### config.mk
export PLATFORM = sky130hd
export DESIGN_NAME = hb_period_avg
export DESIGN_NICKNAME = d
export VERILOG_FILES = /design/src/rtl/watchdog_pkg.sv /design/src/rtl/period_ring_sum.sv /design/src/rtl/hb_period_avg.sv
export SDC_FILE = /design/constraint.sdc
export NUM_CORES = 1
export LEC_CHECK = 0
export BUFFER_PORTS_ARGS = -buffer_cell sky130_fd_sc_hd__buf_2
export CELL_PAD_IN_SITES_DETAIL_PLACEMENT = 1
export CELL_PAD_IN_SITES_GLOBAL_PLACEMENT = 1
export CORE_MARGIN = 2
export CORE_UTILIZATION = 50
export CTS_CLUSTER_SIZE = 20
export DETAILED_ROUTE_END_ITERATION = 10
export PLACE_DENSITY_LB_ADDON = 0.1
export REMOVE_ABC_BUFFERS = 1
export SLEW_MARGIN = 30
export SYNTH_ARGS = -nofsm -noshare
export SYNTH_HDL_FRONTEND = slang
export SYNTH_HIERARCHICAL = 1
export SYNTH_SLANG_ARGS = --single-unit
### constraint.sdc
create_clock -name clk -period 7.4 [get_ports clk]
set_input_delay 1.11 -clock clk [delete_from_list [all_inputs] [get_ports clk]]
set_output_delay 1.11 -clock clk [all_outputs]
set_load 0.1 [all_outputs]
### src/rtl/watchdog_pkg.sv
// Shared Q-format constants, averager FSM states and QF saturation used by the
// heartbeat averager and the downstream reciprocal unit.
package watchdog_pkg;

    localparam int QF_W = 32;
    localparam int QF_F = 16;
    localparam logic [QF_W-1:0] TWO_QF = QF_W'(2) << QF_F;
    localparam logic [QF_W-1:0] QF_MAX = {1'b0, {(QF_W-1){1'b1}}};

    typedef enum logic [1:0] {
        S_IDLE,
        S_START,
        S_WAIT
    } avg_state_e;

    // Clamp a non-negative magnitude to the largest positive signed w-bit word.
    function automatic logic [63:0] sat_qf(input logic [63:0] value, input int w);
        logic [63:0] max_val;
        max_val = (64'd1 << (w - 1)) - 64'd1;
        return (value > max_val) ? max_val : value;
    endfunction

endpackage

### src/rtl/period_ring_sum.sv
// N-entry ring of heartbeat intervals with a running window sum and fill level.
module period_ring_sum #(
    parameter int CNT_W  = 16,
    parameter int LOG2_N = 3
) (
    input  logic                      clk,
    input  logic                      rst_n,
    input  logic                      clr,
    input  logic                      we,
    input  logic [CNT_W-1:0]          sample,
    output logic [CNT_W+LOG2_N-1:0]   sum,
    output logic                      full,
    output logic                      almost_full
);

    localparam int N      = 1 << LOG2_N;
    localparam int SUM_W  = CNT_W + LOG2_N;
    localparam int FILL_W = LOG2_N + 1;

    logic [CNT_W-1:0]  ring [N];
    logic [LOG2_N-1:0] wp;
    logic [FILL_W-1:0] fill;

    // NOTE: the ring is a handful of flops, not a RAM, so it takes the async reset;
    // sum must equal the sum of the entries from the first sample onward.
    always_ff @(posedge clk or negedge rst_n) begin
        if (!rst_n) begin
            for (int i = 0; i < N; i++) ring[i] <= '0;
            wp   <= '0;
            fill <= '0;
            sum  <= '0;
        end else if (clr) begin
            for (int i = 0; i < N; i++) ring[i] <= '0;
            wp   <= '0;
            fill <= '0;
            sum  <= '0;
        end else if (we) begin
            ring[wp] <= sample;
            wp       <= wp + 1'b1;
            sum      <= sum + SUM_W'(sample) - SUM_W'(ring[wp]);
            if (!full) fill <= fill + 1'b1;
        end
    end

    assign full        = (fill == FILL_W'(N));
    assign almost_full = (fill == FILL_W'(N - 1));

endmodule

### src/rtl/hb_period_avg.sv
// Heartbeat period averager: measures kick intervals, averages the last N,
// and hands the mean (signed QF) to the reciprocal unit via start/done.
module hb_period_avg
    import watchdog_pkg::*;
#(
    parameter int W      = QF_W,
    parameter int F      = QF_F,
    parameter int LOG2_N = 3,
    parameter int CNT_W  = 16
) (
    input  logic         clk,
    input  logic         rst_n,
    input  logic         clr,
    input  logic         kick,
    output logic [W-1:0] x_out,
    output logic         start_calc,
    input  logic         done_in,
    output logic         valid_avg,
    output logic         stall
);

    localparam int SUM_W = CNT_W + LOG2_N;
    localparam logic [CNT_W-1:0] CNT_MAX = '1;

    logic [CNT_W-1:0] cnt;
    logic             armed;
    logic             pend;
    avg_state_e       st;
    logic [SUM_W-1:0] sum;
    logic             full;
    logic             almost_full;
    logic             sample_we;
    logic             pend_set;
    logic [63:0]      shifted;
    logic [W-1:0]     qf_val;

    assign sample_we = kick && armed && !clr;
    assign pend_set  = sample_we && (full || almost_full);

    // NOTE: state registers use non-blocking assignments so every flop samples
    // the pre-edge values regardless of block ordering.
    always_ff @(posedge clk or negedge rst_n) begin
        if (!rst_n) begin
            cnt   <= '0;
            armed <= 1'b0;
        end else if (clr) begin
            cnt   <= '0;
            armed <= 1'b0;
        end else if (kick) begin
            cnt   <= CNT_W'(1);
            armed <= 1'b1;
        end else if (cnt != CNT_MAX) begin
            cnt <= cnt + 1'b1;
        end
    end

    assign stall = armed && (cnt == CNT_MAX);

    period_ring_sum #(
        .CNT_W (CNT_W),
        .LOG2_N(LOG2_N)
    ) u_ring (
        .clk        (clk),
        .rst_n      (rst_n),
        .clr        (clr),
        .we         (sample_we),
        .sample     (cnt),
        .sum        (sum),
        .full       (full),
        .almost_full(almost_full)
    );

    assign valid_avg = full;

    // sum / N in QF is sum << (F - LOG2_N); the window never makes it negative.
    assign shifted = 64'(sum) << (F - LOG2_N);
    assign qf_val  = W'(sat_qf(shifted, W));

    always_ff @(posedge clk or negedge rst_n) begin
        if (!rst_n) begin
            st    <= S_IDLE;
            pend  <= 1'b0;
            x_out <= '0;
        end else begin
            // A fresh sample outranks the consume so no update is ever lost.
            if (clr)                pend <= 1'b0;
            else if (pend_set)      pend <= 1'b1;
            else if (st == S_IDLE)  pend <= 1'b0;

            case (st)
                S_IDLE: begin
                    if (pend && !clr) begin
                        x_out <= qf_val;
                        st    <= S_START;
                    end
                end
                S_START: st <= S_WAIT;
                S_WAIT:  if (done_in) st <= S_IDLE;
                default: st <= S_IDLE;
            endcase
        end
    end

    assign start_calc = (st == S_START);

endmodule

After elaboration in Yosys (flattened, before gate mapping). Index checks and enable logic that the tools add are counted.

Bits in registers: 206. Input port bits: 5. Output and inout bits: 35. Word-level logic and storage cells: 77.

Add/sub/neg operators: 5. $lt $le $gt $ge: 3. Equality and inequality tests: 9. Mux-type cells: 27. Bitwise operators: 1. Reductions and logical operators: 16.

Operators with widths (number): 128-bit two-way mux (2); 128-bit bitwise mux (1); 16-bit two-way mux (6); 16-bit binary-select mux with 3-bit select (1); 16-bit demux with 3-bit select (1); 19-bit two-way mux (2); 32-bit by 31-bit greater-than comparator with 1-bit output (second input constant) (1); 32-bit two-way mux (1); 19-bit by 16-bit adder with 19-bit output (1); 19-bit by 16-bit subtractor with 19-bit output (1); 16-bit by 1-bit adder with 16-bit output (second input constant) (1); 16-bit equality test (second input constant) (1); 16-bit != test (second input constant) (1); 4-bit two-way mux (3); 1-bit logical AND (6); 3-bit two-way mux (2); 2-bit case mux with 3 select lines (1); 2-bit AND reduction (3); 3-bit nonzero test (2); 1-bit two-way mux (5); 4-bit by 1-bit adder with 4-bit output (second input constant) (1); 4-bit by 3-bit equality test with 1-bit output (second input constant) (1); 4-bit equality test (second input constant) (1); 4-bit greater-or-equal comparator (second input constant) (1); other kinds (12) (15).

Longest topological paths before layout.
Depth in word-level cells: 8. Mapped depth: 17. Gate-level depth less buffers: 15.

Hierarchy. Netlist, hierarchy kept.

By module, submodules not included: period_ring_sum (times used 1, cells an instance 1036, area each 8687.1 um^2, seq. area each 3853.7 um^2); hb_period_avg (times used 1, cells an instance 200, area each 1866.8 um^2, seq. area each 975.9 um^2).

Worst setup path after synthesis. OpenSTA, ideal clock, no wires.

Path kind: reg2reg. From: register u_ring.wp[2]. To: register u_ring.sum[18]. Library setup time: 0.128 ns. Arrival time: 3.633 ns. Required time: 7.272 ns. Setup slack: 3.640 ns. Cell stages (with the launch flop): 17. Path buffers: 2. Period minus slack after synthesis: 3.760 ns. Cells stage by stage: dfrtp_1 > buf_1 > clkbuf_1 > nor2_1 > a211oi_1 > o21ai_0 > ha_1 > inv_1 > ha_1 > inv_1 > fa_1 > and2b_1 > o2111ai_2 > a211oi_4 > o21ai_2 > a311oi_2 > mux2_1.

Longest elaborated chain between the ends: 7.

RTL lines: start, declared (line period_ring_sum.sv:21) `logic [LOG2_N-1:0] wp;`; start signal, assigned (line period_ring_sum.sv:39) `wp <= wp + 1'b1;`; 3-bit NOT with 4-bit output (not written as such) (line period_ring_sum.sv:40) `sum <= sum + SUM_W'(sample) - SUM_W'(ring[wp]);`; 16-bit binary-select mux with 3-bit select (line period_ring_sum.sv:40); 16-bit two-way mux (not written as such) (2 in a row) (line period_ring_sum.sv:40); 19-bit by 16-bit subtractor with 19-bit output (line period_ring_sum.sv:40); 19-bit two-way mux (line period_ring_sum.sv:37) `end else if (we) begin`; 19-bit two-way mux (line period_ring_sum.sv:32) `end else if (clr) begin`; end signal, assigned (line period_ring_sum.sv:40); end, declared (line period_ring_sum.sv:11) `output logic [CNT_W+LOG2_N-1:0] sum,`.

No other way between the ends. The select of a mux whose other input is x is not followed. A chain may end at the register's enable or synchronous reset.

Worst setup path in the final report.
From: register u_ring.wp[1]. To: register u_ring.sum[17].

The elaborated chain is that of the path after synthesis.

==> summary.md <==
| Metric | Value |
|---|---|
| Status | `complete, no violations` |
| Tmin final | `5030 ps` |
| Final hold violation count | `0` |
| Register area share after synthesis | `45.8%` |
| Die width | `between 100 and 150 um` |
| Worst setup endpoint | `u_ring/sum[17]$_DFFE_PN0P_` |
| Residual DRC | `0` |
| Leakage | `around 5.0 nW` |
| Remaining antenna violation count | `0` |
| CP max FO | `24` |
| Post-CTS Setup Inserts | `0` |
| Layout cells sized above 1 | `around a tenth` |
| Hold Crit Depth | `2` |
| Maximum clock path buffer count | `2` |
| Met1 GRT Util | `roughly two fifths` |
| IO Pins | `40` |
| Power Density | `approximately 210 mW/mm^2` |
| Crit path capture type | `register` |
| Post-synth top area share | `between 40 and 50%` |
| Cell Rows | `53` |
| Worst skew pair latency | `roughly 440 ps` |
| Sw Ratio | `between 20% and 30%` |
| Multi-input gate area | `0.00501 mm^2` |
| Port Buffers | `38` |
| Finished Layout Cells | `about 1500` |
| Total Neg Setup Slack | `0 ps` |
| Top cells by area, synth | `dfrtp_1 (46%), nand2_1 (11%), a21oi_1 (8.3%)` |
| Distinct cell type count after synthesis | `between 70 and 80` |
| Via count | `roughly 9000` |
| Worst Path Required | `7730 ps` |
| Hold Path Origin | `x_out[17]$_DFFE_PN0P_` |
| Logic pwr share | `14.0%` |
| Min Hold Slack | `between 500 and 600 ps` |
| Total gr overflow | `0` |
| Psw | `0.690 mW` |
| Area grow syn2layout | `8.33%` |
| Clock share of power | `between 40% and 50%` |
| Avg Vias per Cell | `6.00` |
| Beginning of the critical path | `u_ring/wp[1]$_DFFE_PN0P_` |
| RSZ-0062 raised after global routing | `false` |
| Die area | `between 0.02 and 0.025 mm^2` |
| Top_reg_cell synth | `dfrtp_1` |
| Yosys top cell by area | `dfrtp_1` |
| Met3 usage | `3.98%` |
| Reg2Reg Capture Point | `u_ring/sum[17]$_DFFE_PN0P_` |
| Critical path, cell by cell | `buf_4 -> inv_2 -> nor2_1 -> a22oi_1 -> nand3_1 -> a22o_1 -> fa_1 -> inv_1 -> ha_1 -> a21oi_1 -> o21ai_0 -> o41ai_1 -> o21ai_0 -> a22oi_1 -> nand2_1` |
| Worst rel slew slack | `roughly 31%` |
| Final setup viols | `0` |
| Crit-path max cell delay | `810 ps` |
| Sequential cell area | `roughly 0.0048 mm^2` |
| Gate Count Post-Synth | `~1200` |
| CORE AREA | `0.0209 mm^2` |
| Peak supply drop | `0.000165 V` |
| Final WL | `between 30 and 40 mm` |
| Routability cong. | `approximately 0.85` |
| Grt met2 use | `between 50% and 60%` |
| Number of synthesized register bits | `approximately 190` |
| Slew Viols, Final | `0` |
| Starting Density | `about half` |
| Antenna violations before repair | `0` |
| Worst Skew | `between 10 and 15 ps` |
| CTS root buffer | `clkbuf_16` |
| Critical R2R Launch | `u_ring/wp[1]$_DFFE_PN0P_` |
| DRT iter0 DRCs | `between 400 and 500` |
| GRT Max-Usage Layer | `met2` |
| Worst Hold Class | `reg -> reg` |
| Mean Syn Cell Area | `8.54 um^2` |
| Worst-path clk slew | `about 80 ps` |
| CP Data Arrival Time | `between 5000 and 6000 ps` |
| Post-synth EDFFs | `0` |
| WL/cell | `roughly 22 um` |
| Vias in the first global route | `~9400` |
| DP Worst Slack | `about 2400 ps` |
| CTS tree | `built` |
| Cell Int Power | `approximately 1.7 mW` |
| Setup ws final | `around 2400 ps` |
| Initial DRT Pass Iterations | `5` |
| Final period util | `about two thirds` |
| Worst setup SP type | `register` |
| Most frequent cell after synthesis | `nand2_1` |
| Asr flop ratio synth | `100%` |
| Post-placement cell count | `1468` |
| Max Cap Viol | `0` |
| GRT Total Usage | `a little under a third` |
| Slew @ Worst Pin | `1030 ps` |
| CTS resizes | `0` |
| Synth Cell Area | `0.0106 mm^2` |
| Post-synth top cells | `nand2_1 (309), dfrtp_1 (193), a21oi_1 (174), nor2_1 (92), inv_1 (78)` |
| Largest net degree at the start of global routing | `approximately 120` |
| Reg2reg path depth | `15` |
| R2R setup slack | `roughly 2400 ps` |
| Max Fclk | `just under 200 MHz` |
| Seq pwr share | `between 40% and 50%` |
| Nets | `between 1000 and 1500` |
| CP max-delay cell | `dfrtp_2` |
| # hold bufs at CTS | `0` |
| WS Path Type | `reg -> reg` |
| Clock buffer count from CTS | `17` |
| Ant diodes | `0` |
| Die Y | `between 100 and 150 um` |
| Dpl hpwl | `roughly 21 mm` |
| First-pass GRT wire length | `approximately 52 mm` |
| H-Tree Level Count | `4` |
| Clock Sinks | `roughly 190` |
| YS warnings | `6` |
| Fillers | `2505` |
[stage by stage]
stage / power [mW] / cell area, um^2 / utilization [%]
3_5_place_dp: 1.43 / 10800 / 51.7
3_3_place_gp: 1.42 / 10800 / 51.7
4_1_cts: 2.40 / 11400 / 54.6
6_report: 2.39 / 11400 / 54.7
5_1_grt: 2.49 / 11400 / 54.7
2_1_floorplan: 1.32 / 10100 / -
[logic make-up after synthesis]
kind of cell,Yosys count,synth area share [%]
multiplexers,37,4.35
adder cells (fa/ha/maj),39,5.76
flip-flops,193,45.8
XOR/XNOR,14,1.16
buffers and inverters,174,6.95
AO/OA/AOI/OAI,290,16.6
other,1,0.0355
AND/OR/NAND/NOR,488,19.4
[flip-flops by register name, indices dropped and copies added (netlist names)]
| register | count |
|---|---|
| u_ring/fill | 4 |
| u_ring/wp | 3 |
| st | 2 |
| pend | 1 |
| u_ring/ring | 128 |
| cnt | 16 |
| u_ring/sum | 19 |
| armed | 1 |
| x_out | 19 |
[power by group through the flow]
stage / sequential [mW] / combinational (mW) / clock [mW]
after global routing: 1.08 / 0.374 / 1.03
final: 1.08 / 0.334 / 0.971
after floorplan: 1.10 / 0.218 / 0
after CTS: 1.08 / 0.331 / 0.986
after global placement: 1.10 / 0.314 / 0
after detailed placement: 1.10 / 0.324 / 0
[routing by layer]
metal | wire length (um) | share of wire [%]
met2 | 16200 | 50
met4 | 533 | 1.6
met1 | 14300 | 44
met3 | 1330 | 4.1
met5 | 0 | 0
[cell usage in the layout, fill, tap and decap left out, types with 7 or more instances in the layout]
cell and instances:
xnor2_1 8, nor2_1 88, buf_4 14, nor3_1 9
nand2_1 309, mux2i_1 20, inv_1 78, a21oi_1 174
mux2_2 10, clkbuf_16 17, a221oi_1 17, buf_2 36
ha_1 23, o21ai_0 26, nor2b_1 7, nand4_1 11
fa_1 16, a22oi_1 13, dfrtp_1 192, nand3_1 23
[worst min-delay path by stage]
stage,slack (ps),to
2_1_floorplan,470,armed$_DFFE_PN0P_
3_3_place_gp,500,armed$_DFFE_PN0P_
3_5_place_dp,510,x_out[21]$_DFFE_PN0P_
4_1_cts,530,u_ring/ring[122]$_DFFE_PN0P_
5_1_grt,540,u_ring/ring[122]$_DFFE_PN0P_
6_report,520,x_out[17]$_DFFE_PN0P_
[critical path, delay by kind of cell (launching register included)]
family | cells | cell delay (ps)
adder cells (fa/ha/maj) | 2 | 710
buffers and inverters | 3 | 670
flip-flops | 1 | 810
AO/OA/AOI/OAI | 7 | 1950
AND/OR/NAND/NOR | 3 | 750
[layout make-up]
class | count | share of cell area (%)
clock inverters | 14 | 1.50
well taps | 275 | 3.01
repair buffers | 53 | 2.97
flip-flops and latches | 193 | 42.3
clock buffers | 18 | 3.84
inverters | 79 | 2.59
multi-input cells | 869 | 43.8
No activity file was read; power rests on OpenSTA's default activity.
